$ cat config.mk
export PLATFORM = sky130hd
export DESIGN_NAME = mult_rr_sched
export DESIGN_NICKNAME = d
export VERILOG_FILES = /design/src/rtl/mult_rr_sched.sv
export SDC_FILE = /design/constraint.sdc
export NUM_CORES = 1
export LEC_CHECK = 0
export ABC_CLOCK_PERIOD_IN_PS = 5550
export BUFFER_PORTS_ARGS = -buffer_cell sky130_fd_sc_hd__buf_2
export CAP_MARGIN = 20
export CORE_ASPECT_RATIO = 1.75
export CORE_MARGIN = 8
export CORE_UTILIZATION = 25
export CTS_BUF_LIST = sky130_fd_sc_hd__clkbuf_8
export DETAILED_ROUTE_END_ITERATION = 16
export HOLD_SLACK_MARGIN = 0.12
export PLACE_DENSITY_LB_ADDON = 0.1
export SYNTH_ARGS = -nofsm -noshare
export SYNTH_HDL_FRONTEND = slang
export SYNTH_SLANG_ARGS = --single-unit
export TNS_END_PERCENT = 20
$ cat constraint.sdc
create_clock -name clk -period 5.55 [get_ports clk]
set_input_delay 0.8325 -clock clk [delete_from_list [all_inputs] [get_ports clk]]
set_output_delay 0.8325 -clock clk [all_outputs]
set_load 0.01 [all_outputs]
$ cat src/rtl/mult_rr_sched.sv
`default_nettype none
// ============================================================================
// Module   : mult_rr_sched
// Purpose  : Round-robin scheduler in front of one shared sequential
//            shift-add multiplier. In IDLE it picks the next requesting
//            client after the last one served. It latches that client's
//            operands and runs SIZE add/shift steps. It then presents the
//            unsigned product, tagged with the client id, on a valid/ready
//            result port.
// Ports    : clk        - system clock, rising edge
//            rst        - asynchronous reset, active-high
//            req        - per-requester request level [N_REQ]
//            opa        - multiplicands, requester i at [i*SIZE +: SIZE]
//            opb        - multipliers, same packing as opa
//            ack        - one-hot pulse, operands of that requester captured
//            res_valid  - product available
//            res_data   - unsigned product opa*opb [2*SIZE]
//            res_id     - requester owning res_data [IDW]
//            res_ready  - consumer accepts result
//            busy       - scheduler not idle
// Revision : 1.0 - initial release
// ============================================================================
module mult_rr_sched #(
  parameter int SIZE  = 8,
  parameter int N_REQ = 4
) (
  input  logic                    clk,
  input  logic                    rst,
  input  logic [N_REQ-1:0]        req,
  input  logic [N_REQ*SIZE-1:0]   opa,
  input  logic [N_REQ*SIZE-1:0]   opb,
  output logic [N_REQ-1:0]        ack,
  output logic                    res_valid,
  output logic [2*SIZE-1:0]       res_data,
  output logic [$clog2(N_REQ)-1:0] res_id,
  input  logic                    res_ready,
  output logic                    busy
);

  localparam int IDW = $clog2(N_REQ);
  localparam int CW  = (SIZE > 1) ? $clog2(SIZE) : 1;
  localparam int PW  = 2 * SIZE;

  typedef enum logic [1:0] {
    IDLE = 2'd0,
    RUN  = 2'd1,
    DONE = 2'd2
  } state_t;

  state_t            state;
  state_t            state_next;

  logic [IDW-1:0]    ptr;
  logic [CW-1:0]     cnt;
  logic [SIZE-1:0]   opa_q;
  logic [SIZE-1:0]   opb_q;
  logic [PW-1:0]     acc;

  logic [IDW-1:0]    winner;
  logic              found;
  logic [IDW:0]      scan;
  logic [PW-1:0]     addend;
  logic [PW-1:0]     acc_next;
  logic              last_step;

  // Round-robin search starting at ptr. The scan index carries one extra bit
  // so that ptr+k can be folded back below N_REQ even when N_REQ is not a
  // power of two; ptr itself therefore never leaves 0..N_REQ-1.
  always_comb begin
    found  = 1'b0;
    winner = '0;
    scan   = '0;
    for (int k = 0; k < N_REQ; k++) begin
      scan = {1'b0, ptr} + (IDW+1)'(k);
      if (scan >= (IDW+1)'(N_REQ)) begin
        scan = scan - (IDW+1)'(N_REQ);
      end
      if (!found && req[scan[IDW-1:0]]) begin
        found  = 1'b1;
        winner = scan[IDW-1:0];
      end
    end
  end

  // One shift-add step: multiplier bit cnt selects opa shifted by cnt.
  assign addend    = {{SIZE{1'b0}}, opa_q} << cnt;
  assign acc_next  = opb_q[cnt] ? (acc + addend) : acc;
  assign last_step = (cnt == CW'(SIZE - 1));

  // State register
  always_ff @(posedge clk or posedge rst) begin
    if (rst) begin
      state <= IDLE;
    end else begin
      state <= state_next;
    end
  end

  // Next-state logic
  always_comb begin
    state_next = state;
    case (state)
      IDLE: if (found)     state_next = RUN;
      RUN:  if (last_step) state_next = DONE;
      DONE: if (res_ready) state_next = IDLE;
      default:             state_next = IDLE;
    endcase
  end

  // Datapath and registered outputs
  always_ff @(posedge clk or posedge rst) begin
    if (rst) begin
      ptr       <= '0;
      cnt       <= '0;
      opa_q     <= '0;
      opb_q     <= '0;
      acc       <= '0;
      ack       <= '0;
      res_valid <= 1'b0;
      res_data  <= '0;
      res_id    <= '0;
    end else begin
      // ack is a single-cycle pulse covering only the first RUN cycle.
      ack <= '0;
      case (state)
        IDLE: begin
          if (found) begin
            opa_q  <= opa[int'(winner)*SIZE +: SIZE];
            opb_q  <= opb[int'(winner)*SIZE +: SIZE];
            acc    <= '0;
            cnt    <= '0;
            res_id <= winner;
            ack    <= N_REQ'(1) << winner;
          end
        end
        RUN: begin
          acc <= acc_next;
          cnt <= cnt + 1'b1;
          if (last_step) begin
            res_valid <= 1'b1;
            res_data  <= acc_next;
          end
        end
        DONE: begin
          // Next search starts just after the requester that was served.
          if (res_ready) begin
            res_valid <= 1'b0;
            if (res_id == IDW'(N_REQ - 1)) begin
              ptr <= '0;
            end else begin
              ptr <= res_id + 1'b1;
            end
          end
        end
        default: ;
      endcase
    end
  end

  assign busy = (state != IDLE);

endmodule
`default_nettype wire
==> results of run 1 <==
[cells in the final DEF (no fill, tap or decap), types with 9 or more instances in the layout]
cell type                  count
sky130_fd_sc_hd__buf_2        94
sky130_fd_sc_hd__inv_1        11
sky130_fd_sc_hd__o21ai_0      67
sky130_fd_sc_hd__ha_1         18
sky130_fd_sc_hd__nor3_1        9
sky130_fd_sc_hd__nand3_1      38
sky130_fd_sc_hd__nand2_1     150
sky130_fd_sc_hd__clkbuf_8     10
sky130_fd_sc_hd__nor2_1       20
sky130_fd_sc_hd__a21oi_1      20
sky130_fd_sc_hd__mux2i_1      16
sky130_fd_sc_hd__dfrtp_1      62
[registers in the layout (all words and copies together) (netlist names)]
| register | count |
|---|---|
| opa_q | 8 |
| ptr | 2 |
| cnt | 3 |
| res_valid | 1 |
| state | 2 |
| ack | 4 |
| acc | 16 |
| res_data | 16 |
| opb_q | 8 |
| res_id | 2 |
[layer usage]
metal,part of all wire,wire length (um)
met2,0.53,6233
met3,0.037,441
met1,0.42,4891
met4,0.017,197
met5,0,0
[report_power, final]
group | total, W | leakage, nW | switching (W) | internal (W)
sequential | 0.000808 | 0.794 | 0.000177 | 0.000631
clock | 0.000453 | 0.108 | 0.000189 | 0.000263
combinational | 0.00172 | 1.56 | 0.00105 | 0.000666
total | 0.00298 | 2.46 | 0.00142 | 0.00156
[metrics by stage]
step	instance area [um^2]	cells	utilization	hold WS (ns)	setup WS, ns
finish	4954	798	0.3041	0.4756	2.220
floorplan	4109	521	-	0.4446	2.507
CTS	4926	797	0.3024	0.4856	2.248
global route	4954	798	0.3041	0.5153	1.971
detailed placement	4703	781	0.2887	0.4686	2.270
global placement	4703	781	0.2887	0.4600	2.318
[layout make-up]
type | count | area [um^2]
fill | 1782 | 11340
inverter | 13 | 53.80
sequential | 62 | 1551
timing repair buffer | 99 | 528.0
multi-input combinational | 416 | 2357
clock inverter | 6 | 85.08
clock buffer | 10 | 137.6
tap | 192 | 240.2
[logic make-up after synthesis]
group                    after synthesis  synth area share
multiplexers                          25           0.07186
AO/OA/AOI/OAI                        126            0.1775
adder cells (fa/ha/maj)               19           0.05968
AND/OR/NAND/NOR                      237            0.2445
XOR/XNOR                               9           0.01918
buffers and inverters                 43           0.04963
flip-flops                            62            0.3776
[path summary, 6_finish.rpt]
path	slack, ns	cells past startpoint	to	from
worst max-delay path	2.22	11	res_data[13]	cnt[1]
worst min-delay path	0.48	2	res_data[2]	res_data[2]
worst min register to register	0.48	2	res_data[2]	res_data[2]
worst max register to register	2.22	11	res_data[13]	cnt[1]
max in group asynchronous	4.30	3	acc[2]	rst
min in group asynchronous	0.70	3	ptr[0]	rst
[tightest hold or removal path, cell delays in order, from the launching register on]
cell,delay (ns)
sky130_fd_sc_hd__dfrtp_1,0.34
sky130_fd_sc_hd__nand2_1,0.04
sky130_fd_sc_hd__o21ai_0,0.06
==> qor.tcl, run 1 <==
set qor(layout-area-overhead-vs-synth_pct) 20.55
set qor(power_density_mw_per_mm2) 601.1
set qor(synth-warning-count) 0
set qor(run_status) {finished clean}
set qor(holdCritPathClass) {reg2reg}
set qor(design_power_total_w) 0.002978
set qor(top_usage_layer) {met2}
set qor(timing.critical_path.required_ns) 5.78
set qor(drt_first_pass_iters) 4
set qor(die_h_um) 185.6
set qor(critPathTopFamily) {compound AO/OA/AOI/OAI gates}
set qor(avgViaCountPerCell) 4.701
set qor(fin_crit_ns) 3.330
set qor(crit_path_frequent_cell) {sky130_fd_sc_hd__mux2i_1}
set qor(die_area_mm2) 0.02096
set qor(ctsRootBufferMaster) {sky130_fd_sc_hd__clkbuf_8}
set qor(synthTopCellsByArea) {sky130_fd_sc_hd__dfrtp_1 (38%), sky130_fd_sc_hd__nand2_1 (14%), sky130_fd_sc_hd__o21ai_0 (8.2%)}
set qor(hpwlAfterDp_mm) 9.088
set qor(timing_hold_violations_final) 0
set qor(cp_max_fo) 17
set qor(synth_edf_count) 0
set qor(groute.layer.met1.usage) 0.1279
set qor(globalRouteTotalUtil) 0.1181
set qor(netlist-cell-type-count) 49
set qor(routed_wire_length_per_instance_um) 14.74
set qor(synth.cells.most_frequent) {sky130_fd_sc_hd__nand2_1 (150), sky130_fd_sc_hd__o21ai_0 (67), sky130_fd_sc_hd__dfrtp_1 (62), sky130_fd_sc_hd__nand3_1 (38), sky130_fd_sc_hd__a21oi_1 (21)}
set qor(clock_tree.buffer_depth) 2
set qor(timing.slew.headroom) 0.4249
set qor(drc_marker_count_from_the_first_detailed_route_iteration) 124
set qor(cts-resized-gates) 0
set qor(antennaDiodeCount) 0
set qor(netlist.area_leader.share) 0.3776
set qor(std_cell_rows) 62
set qor(critical_path.max_stage_delay_ns) 0.74
set qor(grt_pass1_wl_mm) 19.87
set qor(synth.ff_latch_count) 62
set qor(cts-buffers-inserted) 9
set qor(setup-tns-final_ns) 0
set qor(fp.coreArea_mm2) 0.01629
set qor(layout-drive-gt1-share) 0.2228
set qor(grt.overflow.total) 0
set qor(critPathCaptureType) {register}
set qor(cts_max_level) 3
set qor(crit_path_cell_trace) {mux2i_1 > mux2_2 > nor2_1 > ha_1 > a21oi_1 > nor2b_1 > a311o_2 > a21oi_2 > o21bai_1 > mux2i_1 > nand3_1}
set qor(cts_hold_repair_buffers) 0
set qor(critPathSlowestCell) {sky130_fd_sc_hd__dfrtp_1}
set qor(cp-start-kind) {register}
set qor(ir_worst_vdd_mv) 0.1913
set qor(dr_drc_count) 0
set qor(ys_seq_area_frac) 0.3776
set qor(gp_congestion) 0.8166
set qor(postRouteAntennaNets) 0
set qor(routed_wl_mm) 11.76
set qor(dieWidth_um) 112.9
set qor(fraction_of_registers_with_async_set_or_reset_after_synthesis) 1.000
set qor(initial_antenna_violation_count) 0
set qor(total_via_count_after_detailed_routing) 3751
set qor(yosysTopAreaCell) {sky130_fd_sc_hd__dfrtp_1}
set qor(net_count_after_synthesis) 611
set qor(synth_most_common_cell) {sky130_fd_sc_hd__nand2_1}
set qor(finalNetCount) 691
set qor(max_clock_freq_mhz) 300.3
set qor(grt.met2_usage) 0.2185
set qor(tritoncts) {built}
set qor(maxSlewViolCount) 0
set qor(grt_setup_unrepaired) {false}
set qor(worst_skew_pair.late_latency_ns) 0.35
set qor(design.portCount) 95
set qor(cap_violations) 0
set qor(power_leakage_nw) 2.459
set qor(grt_max_degree) 63
set qor(first_global_vias) 3994
set qor(worst_slew_pin_slew_ns) 0.8605
set qor(critPathArrivalTime_ns) 3.56
set qor(clock_sinks) 62
set qor(most_used_dff_post_synth) {sky130_fd_sc_hd__dfrtp_1}
set qor(buffer_ports.inserted) 94
set qor(grt_use_met3) 0.02762
set qor(worstSetupPathType) {reg2reg}
set qor(clock_skew_ns) 0.008861
set qor(syn_area_per_cell_um2) 7.887
set qor(postCtsSetupRepairBufs) 0
set qor(wp_buf_inv) 0
set qor(clk_pin_slew_worst_paths_ns) 0.07
set qor(initial_util) 0.2522
set qor(syn-instance-count) 521
set qor(finalCritPeriodShare) 0.6000
set qor(setup_viol) 0
set qor(synthesis.area_mm2) 0.004109
Note: power is estimated with default switching activity, not from simulation.
==> run 2: changes to the inputs <==
--- a/config.mk
+++ b/config.mk
@@ -5,7 +5,7 @@
 export SDC_FILE = /design/constraint.sdc
 export NUM_CORES = 1
 export LEC_CHECK = 0
-export ABC_CLOCK_PERIOD_IN_PS = 5550
+export ABC_CLOCK_PERIOD_IN_PS = 3300
 export BUFFER_PORTS_ARGS = -buffer_cell sky130_fd_sc_hd__buf_2
 export CAP_MARGIN = 20
 export CORE_ASPECT_RATIO = 1.75
==> constraint.sdc (replaced) <==
create_clock -name clk -period 3.3 [get_ports clk]
set_input_delay 0.495 -clock clk [delete_from_list [all_inputs] [get_ports clk]]
set_output_delay 0.495 -clock clk [all_outputs]
set_load 0.01 [all_outputs]
==> run 2 against run 1 <==
Compared with the run above:
- register-to-register slack worse by 1.9 ns
- first-iteration DRC count increased by 0.81%
- core utilization up 0.054 points
- combinational power is 73% higher
- critical path depth shrank 1
- via count shrank 0.77%
- maximum frequency grew 10%
- wire length increased by 0.48%
- global-route usage grew 0.12 points
- sequential share of layout area barely moved
- total power up 67%
==> qor.tcl, run 2 (synthesis results as in run 1) <==
set qor(postRouteAntennaNets) 0 ;# unchanged
set qor(gp_congestion) 0.7931 ;# -2.9%
set qor(cts_max_level) 3 ;# unchanged
set qor(fp.coreArea_mm2) 0.01629 ;# unchanged
set qor(critPathArrivalTime_ns) 3.29 ;# -0.27 ns
set qor(fin_cells) 802 ;# +0.50%
set qor(fin_crit_ns) 3.015 ;# -0.3155 ns
set qor(cap_violations) 0 ;# unchanged
set qor(crit_path_cell_trace) {mux2_2 > o21ai_0 > mux2i_1 > ha_1 > nand2_1 > nor3_1 > a21oi_2 > o31a_1 > or3_1 > a31oi_1}
set qor(timing.slew.headroom) 0.6458 ;# +0.2209
set qor(ctsRootBufferMaster) {sky130_fd_sc_hd__clkbuf_8}
set qor(cts-buffers-inserted) 9 ;# unchanged
set qor(layout-drive-gt1-share) 0.2295 ;# +0.006736
set qor(die_h_um) 185.6 ;# unchanged
set qor(setup_viol) 0 ;# unchanged
set qor(ir_worst_vdd_mv) 0.2724 ;# +42%
set qor(clock_skew_ns) 0.007313 ;# -0.001548 ns
set qor(dieWidth_um) 112.9 ;# unchanged
set qor(holdCritPathClass) {in2async}
set qor(final_common_cell) {sky130_fd_sc_hd__nand2_1}
set qor(setup-tns-final_ns) 0 ;# unchanged
set qor(clock_tree.buffer_depth) 2 ;# unchanged
set qor(clock_sinks) 62 ;# unchanged
set qor(dr_drc_count) 0 ;# unchanged
set qor(reg.largest.list) {acc: 16 flops, res_data: 16 flops}
set qor(die_area_mm2) 0.02096 ;# unchanged
set qor(max_clock_freq_mhz) 331.7 ;# +10%
set qor(initial_antenna_violation_count) 0 ;# unchanged
set qor(grt_max_degree) 63 ;# unchanged
set qor(finalCritPeriodShare) 0.9135 ;# +0.3135
set qor(run_status) {finished clean}
set qor(routed_wl_mm) 11.82 ;# +0.48%
set qor(mostFrequentLayoutCells) {sky130_fd_sc_hd__nand2_1 (150), sky130_fd_sc_hd__buf_2 (94), sky130_fd_sc_hd__o21ai_0 (67)}
set qor(cp_max_fo) 6 ;# -11
set qor(worst_skew_pair.late_latency_ns) 0.35 ;# about the same
set qor(timing.critical_path.required_ns) 3.57 ;# -2.21 ns
set qor(maxSlewViolCount) 0 ;# unchanged
set qor(clk_pin_slew_worst_paths_ns) 0.07 ;# about the same
set qor(multi_input_combinational_cell_area_mm2) 0.002357 ;# unchanged
set qor(power_density_mw_per_mm2) 1001 ;# +66%
set qor(avgViaCountPerCell) 4.641 ;# -1.3%
set qor(place.detailed.instances) 788 ;# +0.90%
set qor(drc_marker_count_from_the_first_detailed_route_iteration) 125 ;# +0.81%
set qor(std_cell_rows) 62 ;# unchanged
set qor(power_leakage_nw) 2.476 ;# +0.72%
set qor(cp-start-kind) {register}
set qor(layout-area-overhead-vs-synth_pct) 20.77
set qor(hpwlAfterDp_mm) 9.364 ;# +3.0%
set qor(r2r_setup_slack_ns) 0.29 ;# -1.93 ns
set qor(design.portCount) 95 ;# unchanged
set qor(first_global_vias) 4015 ;# +0.53%
set qor(buffer_ports.inserted) 94 ;# unchanged
set qor(timing_hold_violations_final) 0 ;# unchanged
set qor(antennaDiodeCount) 0 ;# unchanged
set qor(routed_wire_length_per_instance_um) 14.74 ;# about the same
set qor(grt_setup_unrepaired) {false}
set qor(grt.overflow.total) 0 ;# unchanged
set qor(tritoncts) {built}
set qor(drt_first_pass_iters) 4 ;# unchanged
set qor(worstSetupPathType) {reg2reg}
set qor(total_via_count_after_detailed_routing) 3722 ;# -0.77%
set qor(worst_slew_pin_slew_ns) 0.5202 ;# -0.3404 ns
set qor(globalRouteTotalUtil) 0.1194 ;# +0.001241
set qor(grt_pass1_wl_mm) 20.06 ;# +0.94%
set qor(critical_path.max_stage_delay_ns) 0.49 ;# -0.25 ns
set qor(initial_util) 0.2522 ;# unchanged
set qor(critPathSlowestCell) {sky130_fd_sc_hd__dfrtp_1}
set qor(finalNetCount) 697 ;# +0.87%
set qor(ff_latch_area_mm2) 0.001553 ;# about the same
set qor(fill_cells) 1787 ;# +0.28%
set qor(critPathCaptureType) {register}
## run 2: cell type report
type / count / share of cell area
Sequential cell: 62 / 0.3129
Timing Repair Buffer: 105 / 0.1140
Multi-Input combinational cell: 416 / 0.4750
Inverter: 13 / 0.01084
Tap cell: 192 / 0.04841
Clock buffer: 14 / 0.03883
## run 2: worst max-delay path, delay by kind of cell, from the launching register on
kind                       cells  cell delay [ns]
DFF                            1             0.49
AOI/OAI and AO/OA              4             0.92
and+or+nand+nor                3             0.63
adders and majority gates      1             0.39
muxes                          2             0.53
## run 2: through the flow
step | area, um^2 | hold WS, ns | total power, W | setup slack [ns] | util
global placement | 4768 | 0.4604 | 0.004369 | 0.3181 | 0.2927
floorplan | 4109 | 0.4446 | 0.003577 | 0.2566 | -
finish | 4962 | 0.2010 | 0.004965 | 0.2855 | 0.3046
CTS | 4961 | 0.2068 | 0.005076 | 0.2381 | 0.3045
global route | 4962 | 0.2210 | 0.005532 | 0.05230 | 0.3046
detailed placement | 4768 | 0.4660 | 0.004394 | 0.2253 | 0.2927
## run 2: routing by layer
| metal | track usage | vias up | routed length [um] |
|---|---|---|---|
| met5 | 0 | - | 0 |
| met4 | 0.04394 | 0 | 173 |
| met3 | 0.02664 | 9 | 443 |
| met2 | 0.2199 | 73 | 6278 |
| met1 | 0.1305 | 1687 | 4923 |
| li1 | - | 1953 | - |
## run 2: final timing paths
| check | startpoint | endpoint | cells past startpoint |
|---|---|---|---|
| hold / removal | rst | acc[11] | 3 |
| setup / recovery | cnt[1] | res_data[15] | 10 |
| hold reg to reg | res_data[1] | res_data[1] | 2 |
| max in group asynchronous | rst | cnt[0] | 3 |
| min in group clk | res_ready | state[1] | 4 |
| setup reg to reg | cnt[1] | res_data[15] | 10 |
## run 2: report_power, final
group / leakage [nW] / switching, W / total (W) / internal [W]
Sequential: 0.793 / 0.000270 / 0.00134 / 0.00107
Clock: 0.101 / 0.000288 / 0.000655 / 0.000367
Combinational: 1.58 / 0.00182 / 0.00297 / 0.00116
## run 2: timing repair
item | in CTS | in global routing
hold buffers | 0 | 0
setup endpoints to repair | 0 | 1
resized for setup | 0 | 1
setup buffers | 0 | 0
==> run 3: changes to the inputs <==
--- a/config.mk
+++ b/config.mk
@@ -14,6 +14,7 @@
 export CTS_BUF_LIST = sky130_fd_sc_hd__clkbuf_8
 export DETAILED_ROUTE_END_ITERATION = 16
 export HOLD_SLACK_MARGIN = 0.12
+export MAX_ROUTING_LAYER = met4
 export PLACE_DENSITY_LB_ADDON = 0.1
 export SYNTH_ARGS = -nofsm -noshare
 export SYNTH_HDL_FRONTEND = slang
==> run 3 against run 2 <==
Compared with the run above:
- maximum frequency is essentially flat
- non-clock buffer count unchanged
- register-to-register slack about the same
- hold slack about the same
- first-iteration DRC count up 2.4%
- design area did not move
- via count rose by 0.35%
- combinational power about the same
- largest cell class unchanged
==> qor.tcl, run 3 (synthesis results as in run 1) <==
set qor(fin_crit_ns) 3.016 ;# +0.001629 ns
set qor(power_density_mw_per_mm2) 999.9 ;# about the same
set qor(layout-area-overhead-vs-synth_pct) 20.77 ;# unchanged
set qor(layout-drive-gt1-share) 0.2295 ;# unchanged
set qor(worst_slew_pin_slew_ns) 0.5114 ;# -0.008719 ns
set qor(maxSlewViolCount) 0 ;# unchanged
set qor(avgViaCountPerCell) 4.657 ;# +0.35%
set qor(drc_marker_count_from_the_first_detailed_route_iteration) 128 ;# +2.4%
set qor(cp-start-kind) {register}
set qor(gp_congestion) 0.8022 ;# +1.1%
set qor(design_power_total_w) 0.004962 ;# about the same
set qor(postRouteAntennaNets) 0 ;# unchanged
set qor(ff_latch_area_mm2) 0.001553 ;# unchanged
set qor(die_h_um) 185.6 ;# unchanged
set qor(worst_skew_pair.late_latency_ns) 0.35 ;# about the same
set qor(final_util) 0.3046 ;# unchanged
set qor(power_leakage_nw) 2.476 ;# unchanged
set qor(fill_cells) 1787 ;# unchanged
set qor(cts-buffers-inserted) 9 ;# unchanged
set qor(dieWidth_um) 112.9 ;# unchanged
set qor(design.portCount) 95 ;# unchanged
set qor(mostFrequentLayoutCells) {sky130_fd_sc_hd__nand2_1 (150), sky130_fd_sc_hd__buf_2 (94), sky130_fd_sc_hd__o21ai_0 (67)}
set qor(grt_max_degree) 63 ;# unchanged
set qor(clock_sinks) 62 ;# unchanged
set qor(critPathArrivalTime_ns) 3.29 ;# about the same
set qor(finalNetCount) 697 ;# unchanged
set qor(cap_violations) 0 ;# unchanged
set qor(sequentialPowerShare) 0.269 ;# about the same
set qor(place_worst_setup_slack_ns) 0.2253 ;# unchanged
set qor(die_area_mm2) 0.02096 ;# unchanged
set qor(setup-tns-final_ns) 0 ;# unchanged
set qor(dr_drc_count) 0 ;# unchanged
set qor(antennaDiodeCount) 0 ;# unchanged
set qor(reg.largest.list) {acc: 16 flops, res_data: 16 flops}
set qor(drt_first_pass_iters) 4 ;# unchanged
set qor(postLayoutSetupSlackWorst_ns) 0.2839 ;# -0.001629 ns
set qor(holdCritPathClass) {in2async}
set qor(initial_util) 0.2522 ;# unchanged
set qor(grt_setup_unrepaired) {false}
set qor(timing_hold_violations_final) 0 ;# unchanged
set qor(tritoncts) {built}
set qor(power_report.internal_total_w) 0.002589 ;# about the same
set qor(timing.slew.headroom) 0.6518 ;# +0.005937
set qor(setup_viol) 0 ;# unchanged
set qor(initial_antenna_violation_count) 0 ;# unchanged
set qor(routed_wl_mm) 11.80 ;# -0.14%
set qor(total_via_count_after_detailed_routing) 3735 ;# +0.35%
set qor(finalCritPeriodShare) 0.9140 ;# about the same
set qor(first_global_vias) 4017 ;# +0.050%
set qor(critPathCaptureType) {register}
set qor(p_clk_frac) 0.132 ;# about the same
set qor(ir_worst_vdd_mv) 0.2704 ;# -0.72%
set qor(worstSetupPathType) {reg2reg}
set qor(switching_share) 0.4782 ;# about the same
set qor(run_status) {finished clean}
set qor(routed_wire_length_per_instance_um) 14.72 ;# -0.14%
set qor(fp.coreArea_mm2) 0.01629 ;# unchanged
set qor(ctsRootBufferMaster) {sky130_fd_sc_hd__clkbuf_8}
set qor(final_common_cell) {sky130_fd_sc_hd__nand2_1}
set qor(grt.overflow.total) 0 ;# unchanged
set qor(multi_input_combinational_cell_area_mm2) 0.002357 ;# unchanged
set qor(clock_skew_ns) 0.007105 ;# -0.0002084 ns
set qor(globalRouteTotalUtil) 0.1225 ;# +0.003132
set qor(hpwlAfterDp_mm) 9.364 ;# unchanged
set qor(std_cell_rows) 62 ;# unchanged
set qor(clk_pin_slew_worst_paths_ns) 0.07 ;# about the same
set qor(clock_tree.buffer_depth) 2 ;# unchanged
set qor(buffer_ports.inserted) 94 ;# unchanged
set qor(cts_max_level) 3 ;# unchanged
set qor(timing.critical_path.required_ns) 3.57 ;# about the same
set qor(grt_pass1_wl_mm) 20.01 ;# -0.24%
set qor(power.combinational.fraction) 0.599 ;# about the same
set qor(total_switching_power_w) 0.002373 ;# -0.13%
set qor(max_clock_freq_mhz) 331.6 ;# about the same
set qor(cp_max_fo) 6 ;# unchanged
run 3: cell counts in the layout (fill, tap and decap cells not counted):
Identical to the previous run, type by type.
run 3: through the flow:
step	instances	hold slack [ns]	cell area, um^2
2_1_floorplan	521	0.4446	4109
3_3_place_gp	788	0.4604	4768
3_5_place_dp	788	0.4660	4768
4_1_cts	802	0.2068	4961
5_1_grt	802	0.2202	4962
6_report	802	0.2015	4962
run 3: power by group through the flow:
| stage | Clock (W) | Combinational, W | Sequential (W) |
|---|---|---|---|
| finish | 0.000655 | 0.00297 | 0.00133 |
| CTS | 0.000687 | 0.00305 | 0.00134 |
| floorplan | 0 | 0.00229 | 0.00129 |
| detailed placement | 0 | 0.00304 | 0.00136 |
| global placement | 0 | 0.00302 | 0.00135 |
| global route | 0.000722 | 0.00342 | 0.00139 |
run 3: timing repair:
item,4_1_cts,5_1_grt
resized for setup,0,1
endpoints found under the setup margin,0,1
buffers inserted,0,0
hold buffers,0,0
endpoints found under the hold margin,0,0
run 3: path summary, 6_finish.rpt:
kind | start | end | slack, ns | cells past startpoint
worst max-delay path | cnt[1] | res_data[15] | 0.28 | 10
worst min-delay path | rst | acc[11] | 0.20 | 3
worst max register to register | cnt[1] | res_data[15] | 0.28 | 10
worst min register to register | res_data[1] | res_data[1] | 0.47 | 2
max in group asynchronous | rst | cnt[0] | 2.80 | 3
min in group clk | res_ready | state[1] | 0.43 | 4
run 3: worst max-delay path, cell delays in order (launching register included):
cell and delay, ns:
sky130_fd_sc_hd__dfrtp_1 0.49, sky130_fd_sc_hd__mux2_2 0.39, sky130_fd_sc_hd__o21ai_0 0.28, sky130_fd_sc_hd__mux2i_1 0.14, sky130_fd_sc_hd__ha_1 0.39, sky130_fd_sc_hd__nand2_1 0.09, sky130_fd_sc_hd__nor3_1 0.23, sky130_fd_sc_hd__a21oi_2 0.15
sky130_fd_sc_hd__o31a_1 0.33, sky130_fd_sc_hd__or3_1 0.31, sky130_fd_sc_hd__a31oi_1 0.16
run 3: routing by layer:
metal	part of all wire	GRT usage	up-vias	wire length (um)
met2	0.53	0.2209	81	6287
met3	0.028	0.02144	10	329
li1	-	-	1953	-
met4	0.015	0.04394	0	173
met5	0	-	-	0
met1	0.42	0.1321	1691	5014
run 3: area by class of cell:
type,count,share of cell area
inverters,13,0.01084
repair buffers,105,0.1140
well taps,192,0.04841
flip-flops and latches,62,0.3129
multi-input cells,416,0.4750
clock buffers,14,0.03883
